`config.mk`:
```
export PLATFORM = sky130hd
export DESIGN_NAME = hash_block_adapter_flat
export DESIGN_NICKNAME = d
export VERILOG_FILES = /design/src/rtl/hash_adapter_pkg.sv /design/src/rtl/hash_block_adapter_if.sv /design/src/rtl/lane_byte_swap.sv /design/src/rtl/hash_block_adapter.sv /design/src/flat_wrapper.sv
export SDC_FILE = /design/constraint.sdc
export NUM_CORES = 2
export LEC_CHECK = 0
export ABC_AREA = 1
export ABC_CLOCK_PERIOD_IN_PS = 38900
export BUFFER_PORTS_ARGS = -buffer_cell sky130_fd_sc_hd__buf_2
export CORE_AREA = 2 2 331 333
export DETAILED_ROUTE_END_ITERATION = 16
export DIE_AREA = 0 0 333 335
export HOLD_SLACK_MARGIN = 0.03
export SLEW_MARGIN = 30
export SYNTH_ARGS = -nofsm -noshare
export SYNTH_HDL_FRONTEND = slang
export SYNTH_SLANG_ARGS = --single-unit
```
`constraint.sdc`:
```
create_clock -name clk -period 38.9 [get_ports clk]
set_input_delay 5.835 -clock clk [delete_from_list [all_inputs] [get_ports clk]]
set_output_delay 5.835 -clock clk [all_outputs]
set_load 0.005 [all_outputs]
```
`src/rtl/hash_adapter_pkg.sv`:
```
// Shared types and helpers for the hash block adapter.
package hash_adapter_pkg;

  // Adapter control states.
  typedef enum logic [1:0] {
    StFill,
    StIssue,
    StWait,
    StDone
  } state_e;

  // Widest vector byte_swap_lanes can handle; callers zero-pad up to this width.
  localparam int unsigned MaxSwapW = 1024;

  // Reverse the bytes inside every lane_w-bit lane (byte 0 <-> byte lane_w/8-1).
  function automatic logic [MaxSwapW-1:0] byte_swap_lanes(input logic [MaxSwapW-1:0] data,
                                                          input int unsigned lane_w);
    int unsigned lane_b;
    int unsigned lane;
    int unsigned idx;
    int unsigned src;
    logic [MaxSwapW-1:0] res;
    lane_b = lane_w / 8;
    res    = data;
    for (int unsigned b = 0; b < MaxSwapW / 8; b++) begin
      lane = b / lane_b;
      idx  = b % lane_b;
      src  = lane * lane_b + (lane_b - 1 - idx);
      // A partial lane at the very top of the padded vector is left untouched.
      if (src < MaxSwapW / 8) begin
        res[b*8 +: 8] = data[src*8 +: 8];
      end
    end
    return res;
  endfunction

endpackage

```
`src/rtl/hash_block_adapter_if.sv`:
```
// Handshake bundle between the host stream, the adapter and the hash core.
interface hash_block_adapter_if #(
  parameter int unsigned WORD_W   = 64,
  parameter int unsigned BLOCK_W  = 512,
  parameter int unsigned DIGEST_W = 128
);
  logic                init;
  logic                swap_en;
  logic [WORD_W-1:0]   in_data;
  logic                in_valid;
  logic                in_ready;
  logic                core_init;
  logic [BLOCK_W-1:0]  core_msg;
  logic                core_msg_valid;
  logic                core_ready;
  logic [DIGEST_W-1:0] core_digest;
  logic                core_digest_valid;
  logic [DIGEST_W-1:0] digest;
  logic                digest_valid;
  logic                digest_ack;

  // Environment side: host stream plus the hash core model.
  modport master (
    output init, swap_en, in_data, in_valid, core_ready, core_digest, core_digest_valid,
           digest_ack,
    input  in_ready, core_init, core_msg, core_msg_valid, digest, digest_valid
  );

  // Adapter side.
  modport slave (
    input  init, swap_en, in_data, in_valid, core_ready, core_digest, core_digest_valid,
           digest_ack,
    output in_ready, core_init, core_msg, core_msg_valid, digest, digest_valid
  );
endinterface

```
`src/rtl/lane_byte_swap.sv`:
```
// Combinational per-lane byte reversal of a Width-bit vector.
module lane_byte_swap
  import hash_adapter_pkg::*;
#(
  parameter int unsigned Width = 512,
  parameter int unsigned LaneW = 64
) (
  input  logic [Width-1:0] data_i,
  output logic [Width-1:0] data_o
);
  logic [MaxSwapW-1:0] padded;
  logic [MaxSwapW-1:0] swapped;
  logic                unused_swapped;

  // Zero-extend into the helper's fixed working width.
  always_comb begin
    padded              = '0;
    padded[Width-1:0]   = data_i;
  end

  assign swapped        = byte_swap_lanes(padded, LaneW);
  assign data_o         = swapped[Width-1:0];
  // Padding lanes above Width carry nothing useful.
  assign unused_swapped = ^swapped;
endmodule

```
`src/rtl/hash_block_adapter.sv`:
```
// Word-serial block builder and digest holder in front of a block hash core.
module hash_block_adapter
  import hash_adapter_pkg::*;
#(
  parameter int unsigned WORD_W      = 64,
  parameter int unsigned BLOCK_W     = 512,
  parameter int unsigned LANE_W      = 64,
  parameter int unsigned DIGEST_W    = 128,
  parameter bit          DIGEST_SWAP = 1'b0
) (
  input logic                clk,
  input logic                rst,
  hash_block_adapter_if.slave bus
);
  localparam int unsigned    NWORDS  = BLOCK_W / WORD_W;
  localparam int unsigned    CntW    = (NWORDS > 1) ? $clog2(NWORDS) : 1;
  localparam logic [CntW-1:0] LastCnt = CntW'(NWORDS - 1);

  state_e              state_q, state_d;
  logic [CntW-1:0]     cnt_q, cnt_d;
  logic [BLOCK_W-1:0]  block_q, block_d;
  logic                swap_q, swap_d;
  logic [DIGEST_W-1:0] digest_q, digest_d;
  logic                digest_valid_q, digest_valid_d;
  logic                core_init_q, core_init_d;
  logic [BLOCK_W-1:0]  block_swapped;
  logic [DIGEST_W-1:0] digest_in;

  lane_byte_swap #(
    .Width (BLOCK_W),
    .LaneW (LANE_W)
  ) u_block_swap (
    .data_i (block_q),
    .data_o (block_swapped)
  );

  if (DIGEST_SWAP) begin : g_digest_swap
    lane_byte_swap #(
      .Width (DIGEST_W),
      .LaneW (LANE_W)
    ) u_digest_swap (
      .data_i (bus.core_digest),
      .data_o (digest_in)
    );
  end else begin : g_digest_raw
    assign digest_in = bus.core_digest;
  end

  assign bus.core_msg     = swap_q ? block_swapped : block_q;
  assign bus.core_init    = core_init_q;
  assign bus.digest       = digest_q;
  assign bus.digest_valid = digest_valid_q;

  // Next-state, datapath updates and handshake outputs; init overrides everything.
  always_comb begin
    state_d            = state_q;
    cnt_d              = cnt_q;
    block_d            = block_q;
    swap_d             = swap_q;
    digest_d           = digest_q;
    digest_valid_d     = digest_valid_q;
    core_init_d        = 1'b0;
    bus.in_ready       = 1'b0;
    bus.core_msg_valid = 1'b0;
    if (bus.init) begin
      // Block buffer is deliberately kept; the next NWORDS words overwrite it.
      state_d        = StFill;
      cnt_d          = '0;
      digest_valid_d = 1'b0;
      core_init_d    = 1'b1;
    end else begin
      unique case (state_q)
        StFill: begin
          bus.in_ready = 1'b1;
          if (bus.in_valid) begin
            block_d = (block_q << WORD_W) | BLOCK_W'(bus.in_data);
            if (cnt_q == '0) begin
              swap_d = bus.swap_en;
            end
            if (cnt_q == LastCnt) begin
              cnt_d   = '0;
              state_d = StIssue;
            end else begin
              cnt_d = cnt_q + CntW'(1);
            end
          end
        end
        StIssue: begin
          bus.core_msg_valid = bus.core_ready;
          if (bus.core_ready) begin
            state_d = StWait;
          end
        end
        StWait: begin
          if (bus.core_digest_valid) begin
            digest_d       = digest_in;
            digest_valid_d = 1'b1;
            state_d        = StDone;
          end
        end
        StDone: begin
          if (bus.digest_ack) begin
            digest_valid_d = 1'b0;
            cnt_d          = '0;
            state_d        = StFill;
          end
        end
        default: state_d = StFill;
      endcase
    end
  end

  // State registers, all cleared by the asynchronous reset.
  always_ff @(posedge clk or posedge rst) begin
    if (rst) begin
      state_q        <= StFill;
      cnt_q          <= '0;
      block_q        <= '0;
      swap_q         <= 1'b0;
      digest_q       <= '0;
      digest_valid_q <= 1'b0;
      core_init_q    <= 1'b0;
    end else begin
      state_q        <= state_d;
      cnt_q          <= cnt_d;
      block_q        <= block_d;
      swap_q         <= swap_d;
      digest_q       <= digest_d;
      digest_valid_q <= digest_valid_d;
      core_init_q    <= core_init_d;
    end
  end
endmodule

```
`src/flat_wrapper.sv`:
```
// flat-port wrapper written by rule: the top's interface ports become plain ports
module hash_block_adapter_flat import hash_adapter_pkg::*;
#(
  parameter int unsigned WORD_W      = 64,
  parameter int unsigned BLOCK_W     = 512,
  parameter int unsigned LANE_W      = 64,
  parameter int unsigned DIGEST_W    = 128,
  parameter bit          DIGEST_SWAP = 1'b0
)
  (clk, rst, bus_init, bus_swap_en, bus_in_data, bus_in_valid, bus_core_ready, bus_core_digest, bus_core_digest_valid, bus_digest_ack, bus_in_ready, bus_core_init, bus_core_msg, bus_core_msg_valid, bus_digest, bus_digest_valid);
  hash_block_adapter_if #(.WORD_W(WORD_W), .BLOCK_W(BLOCK_W), .DIGEST_W(DIGEST_W)) bus_i ();
  input logic clk;
  input logic rst;
  input wire logic [$bits(bus_i.init)-1:0] bus_init;
  input wire logic [$bits(bus_i.swap_en)-1:0] bus_swap_en;
  input wire logic [$bits(bus_i.in_data)-1:0] bus_in_data;
  input wire logic [$bits(bus_i.in_valid)-1:0] bus_in_valid;
  input wire logic [$bits(bus_i.core_ready)-1:0] bus_core_ready;
  input wire logic [$bits(bus_i.core_digest)-1:0] bus_core_digest;
  input wire logic [$bits(bus_i.core_digest_valid)-1:0] bus_core_digest_valid;
  input wire logic [$bits(bus_i.digest_ack)-1:0] bus_digest_ack;
  output wire logic [$bits(bus_i.in_ready)-1:0] bus_in_ready;
  output wire logic [$bits(bus_i.core_init)-1:0] bus_core_init;
  output wire logic [$bits(bus_i.core_msg)-1:0] bus_core_msg;
  output wire logic [$bits(bus_i.core_msg_valid)-1:0] bus_core_msg_valid;
  output wire logic [$bits(bus_i.digest)-1:0] bus_digest;
  output wire logic [$bits(bus_i.digest_valid)-1:0] bus_digest_valid;
  assign bus_i.init = bus_init;
  assign bus_i.swap_en = bus_swap_en;
  assign bus_i.in_data = bus_in_data;
  assign bus_i.in_valid = bus_in_valid;
  assign bus_i.core_ready = bus_core_ready;
  assign bus_i.core_digest = bus_core_digest;
  assign bus_i.core_digest_valid = bus_core_digest_valid;
  assign bus_i.digest_ack = bus_digest_ack;
  assign bus_in_ready = bus_i.in_ready;
  assign bus_core_init = bus_i.core_init;
  assign bus_core_msg = bus_i.core_msg;
  assign bus_core_msg_valid = bus_i.core_msg_valid;
  assign bus_digest = bus_i.digest;
  assign bus_digest_valid = bus_i.digest_valid;
  hash_block_adapter #(.WORD_W(WORD_W), .BLOCK_W(BLOCK_W), .LANE_W(LANE_W), .DIGEST_W(DIGEST_W), .DIGEST_SWAP(DIGEST_SWAP)) u_core (.clk(clk), .rst(rst), .bus(bus_i));
endmodule
```
==> results.toml <==
[status]
status = "complete, no violations"

[setup_path]
crit_path_end_kind = "primary output"
critical_path.startpoint_type = "input pin"
destination_of_the_worst_register_to_register_timing_path = "u_core.block_q[481]$_DFFE_PP0P_"
worst-endpoint-arrival_ps = 6590
required_time_of_the_worst_setup_path_ps = 33070
worst-path-max-fanout = 11
r2r_start = "u_core.state_q[0]$_DFFE_PP0P_"
timing.reg2reg.setup_slack_ps = 35130
critPathKind = "input pin to primary output"
reg2regPathDepth = 7

[layout]
layout.cells.most_common = "sky130_fd_sc_hd__nand2_1"
layout_area_overhead_pct = 25.3
layout.filler_cells = 11400
multi_input_area_sq_um = 10700
share_of_final_layout_standard_cells_stronger_than_drive_strength_1_pct = 25.6
num-nets-final = 4528
post-route-cell-area_sq_um = 37700
layout.area.seq_sq_um = 16200
layout_common_cells = "sky130_fd_sc_hd__nand2_1 (978), sky130_fd_sc_hd__o21ai_0 (943), sky130_fd_sc_hd__buf_2 (843)"

[clock_tree]
worst_setup_hold_path_clk_slew_ps = 50
tritoncts = "done"
cts.hold.buffers_added = 0
worstSkewPairLatency_ps = 640
cts-htree-levels = 3
postCtsSetupRepairBufs = 0
clock_buffer_count_from_cts = 78
maximum_number_of_buffers_from_clock_root_to_sink = 3
count_of_cells_resized_by_post_cts_repair = 0
numClockSinks = 648
root_buffer = "sky130_fd_sc_hd__clkbuf_16"

[worst_hold_path]
worstHoldStart = "u_core.block_q[495]$_DFFE_PP0P_"
number_of_cells_traversed_by_the_worst_hold_path = 2
hold_end = "u_core.block_q[495]$_DFFE_PP0P_"
worst_hold_path_type = "register to register"

[power_and_ir_drop]
p_per_area_nw_per_um2 = 90.2
p_leak_nw = 18.8
vdd_ir_drop_max_v = 0.0000401

[global_route]
all_layer_gr_usage_pct = 17.8
largest_net_degree_at_the_start_of_global_routing = 283
grt_pass1_wl_mm = 152
antenna_found_initial = 24
grt_pass1_vias = 23600
globalRouteOverflowTotal = 0

[drt]
first_iter_violations = 2239
drcViolationCount = 0
via_per_inst = 4.51
drtPass1Iterations = 6
wl_per_cell_um = 17.9
detail_route.wirelength_mm = 104
dr_total_vias = 26100
ant_nets = 0

[timing]
clock.fmax_ghz = 0.0805
drv_slew = 0
final_critical_path_setup_slack_ps = 26480
report.final.hold_viol_count = 0
grt_setup_unrepaired = "false"
final.min_clock_period_ps = 12420
setup_viol = 0
finalClockSkew_ps = 19.8
post-route-period-util_pct = 31.9
max_slew_margin_pct = 36.1
timing_worst_slew_pin_value_ps = 958
setup_total_negative_slack_ps = 0

[floorplan]
initial_utilization_pct = 27.8
design.die.area_sq_um = 112000
rows = 121
dieWidth_um = 333
dieHeight_um = 335
io-pin-count = 844
core_region_area_sq_um = 108000

[flow_run]
timing.max_cap.violations = 0

[synthesis]
synth_seq_cells = 648
synthesis.yosys.warnings = 0
syn_area_sq_um = 30100
syn_nets = 3823
synthesized_netlist_cell_count = 3615
postSynthAreaPerCell_sq_um = 8.31
number_of_distinct_library_cells_after_synthesis = 19
synth-seq-area-share_pct = 54.0

[place]
dp_hpwl_mm = 78.4
dpl_cell_area_sq_um = 35000
place.gp.congestion = 0.970
port_buffers = 843
dpl_worst_slack_ps = 26520
[cell usage after synthesis]
cell type,n,area (sq um)
sky130_fd_sc_hd__nor3_1,1,5.00
sky130_fd_sc_hd__nand2_1,978,3670
sky130_fd_sc_hd__nand3_4,1,17.5
sky130_fd_sc_hd__buf_2,102,510
sky130_fd_sc_hd__nand3_2,1,10.0
sky130_fd_sc_hd__inv_1,494,1850
sky130_fd_sc_hd__o21ai_0,943,4720
sky130_fd_sc_hd__buf_6,16,180
sky130_fd_sc_hd__nand3_1,7,35.0
sky130_fd_sc_hd__o21ai_1,22,110
sky130_fd_sc_hd__clkbuf_1,99,372
sky130_fd_sc_hd__ha_1,8,100
sky130_fd_sc_hd__dfrtp_1,648,16200
sky130_fd_sc_hd__mux2_2,128,1440
sky130_fd_sc_hd__buf_4,25,188
sky130_fd_sc_hd__a21oi_1,64,320
sky130_fd_sc_hd__o21bai_1,2,15.0
sky130_fd_sc_hd__nor2_1,75,282
sky130_fd_sc_hd__inv_4,1,6.26
[worst max path at each step]
| stage | start | endpoint |
|---|---|---|
| 6_report | bus_init | bus_core_msg_valid |
| 3_5_place_dp | bus_init | bus_core_msg_valid |
| 2_1_floorplan | rst | u_core.block_q[0]$_DFFE_PP0P_ |
| 4_1_cts | bus_init | bus_core_msg_valid |
| 5_1_grt | bus_init | bus_core_msg_valid |
| 3_3_place_gp | bus_init | bus_core_msg_valid |
[logic make-up (layout without fill, tap and decap cells)]
family / Yosys count / in the layout / synth area share (%)
adders and majority gates: 8 / 8 / 0.333
muxes: 128 / 128 / 4.80
buffers and inverters: 737 / 1496 / 10.4
AOI/OAI and AO/OA: 1031 / 1031 / 17.2
DFF: 648 / 648 / 54.0
and+or+nand+nor: 1063 / 1063 / 13.4
other: 0 / 7 / 0
[critical path: stages]
cell and delay [ps]:
sky130_fd_sc_hd__buf_2 230, sky130_fd_sc_hd__nor2_1 310, sky130_fd_sc_hd__buf_2 190
[per-stage QoR]
| step | hold slack (ps) | total power [mW] | std cells | util [%] |
|---|---|---|---|---|
| CTS | 487 | 3.43 | 5787 | 34.8 |
| global placement | 469 | 2.66 | 5652 | 32.4 |
| floorplan | 453 | 1.93 | 3615 | - |
| global route | 503 | 3.67 | 5792 | 34.8 |
| detailed placement | 473 | 2.69 | 5653 | 32.4 |
| finish | 483 | 3.40 | 5795 | 34.8 |
[layout make-up]
type / instances / share of cell area [%]
tap: 1414 / 4.70
inverter: 495 / 4.97
clock inverter: 21 / 0.588
clock buffer: 113 / 6.12
antenna: 7 / 0.0465
sequential: 648 / 43.1
multi-input combinational: 2230 / 28.5
timing repair buffer: 867 / 12.0
[layer usage]
| layer | vias up | share of wire (%) | global-route usage, % |
|---|---|---|---|
| met2 | 809 | 42 | 24.8 |
| met3 | 191 | 7.3 | 3.86 |
| met1 | 12200 | 47 | 26.5 |
| met4 | 16 | 3.5 | 7.25 |
| li1 | 12900 | - | - |
| met5 | - | 0.11 | 0 |
[state kept, by name, summed over array words and instances (netlist names)]
signal and cells:
u_core.bus.digest_valid 1, u_core.bus.digest 128, u_core.bus.core_init 1, u_core.cnt_q 3, u_core.state_q 2, u_core.block_q 512
u_core.swap_q 1
[report_power, final]
part	switching, mW	total, mW	internal (mW)
Sequential	0.271	1.25	0.982
Combinational	0.876	1.42	0.543
Clock	0.296	0.726	0.430
Total	1.44	3.40	1.96
Power figures use the tool's default switching activity.
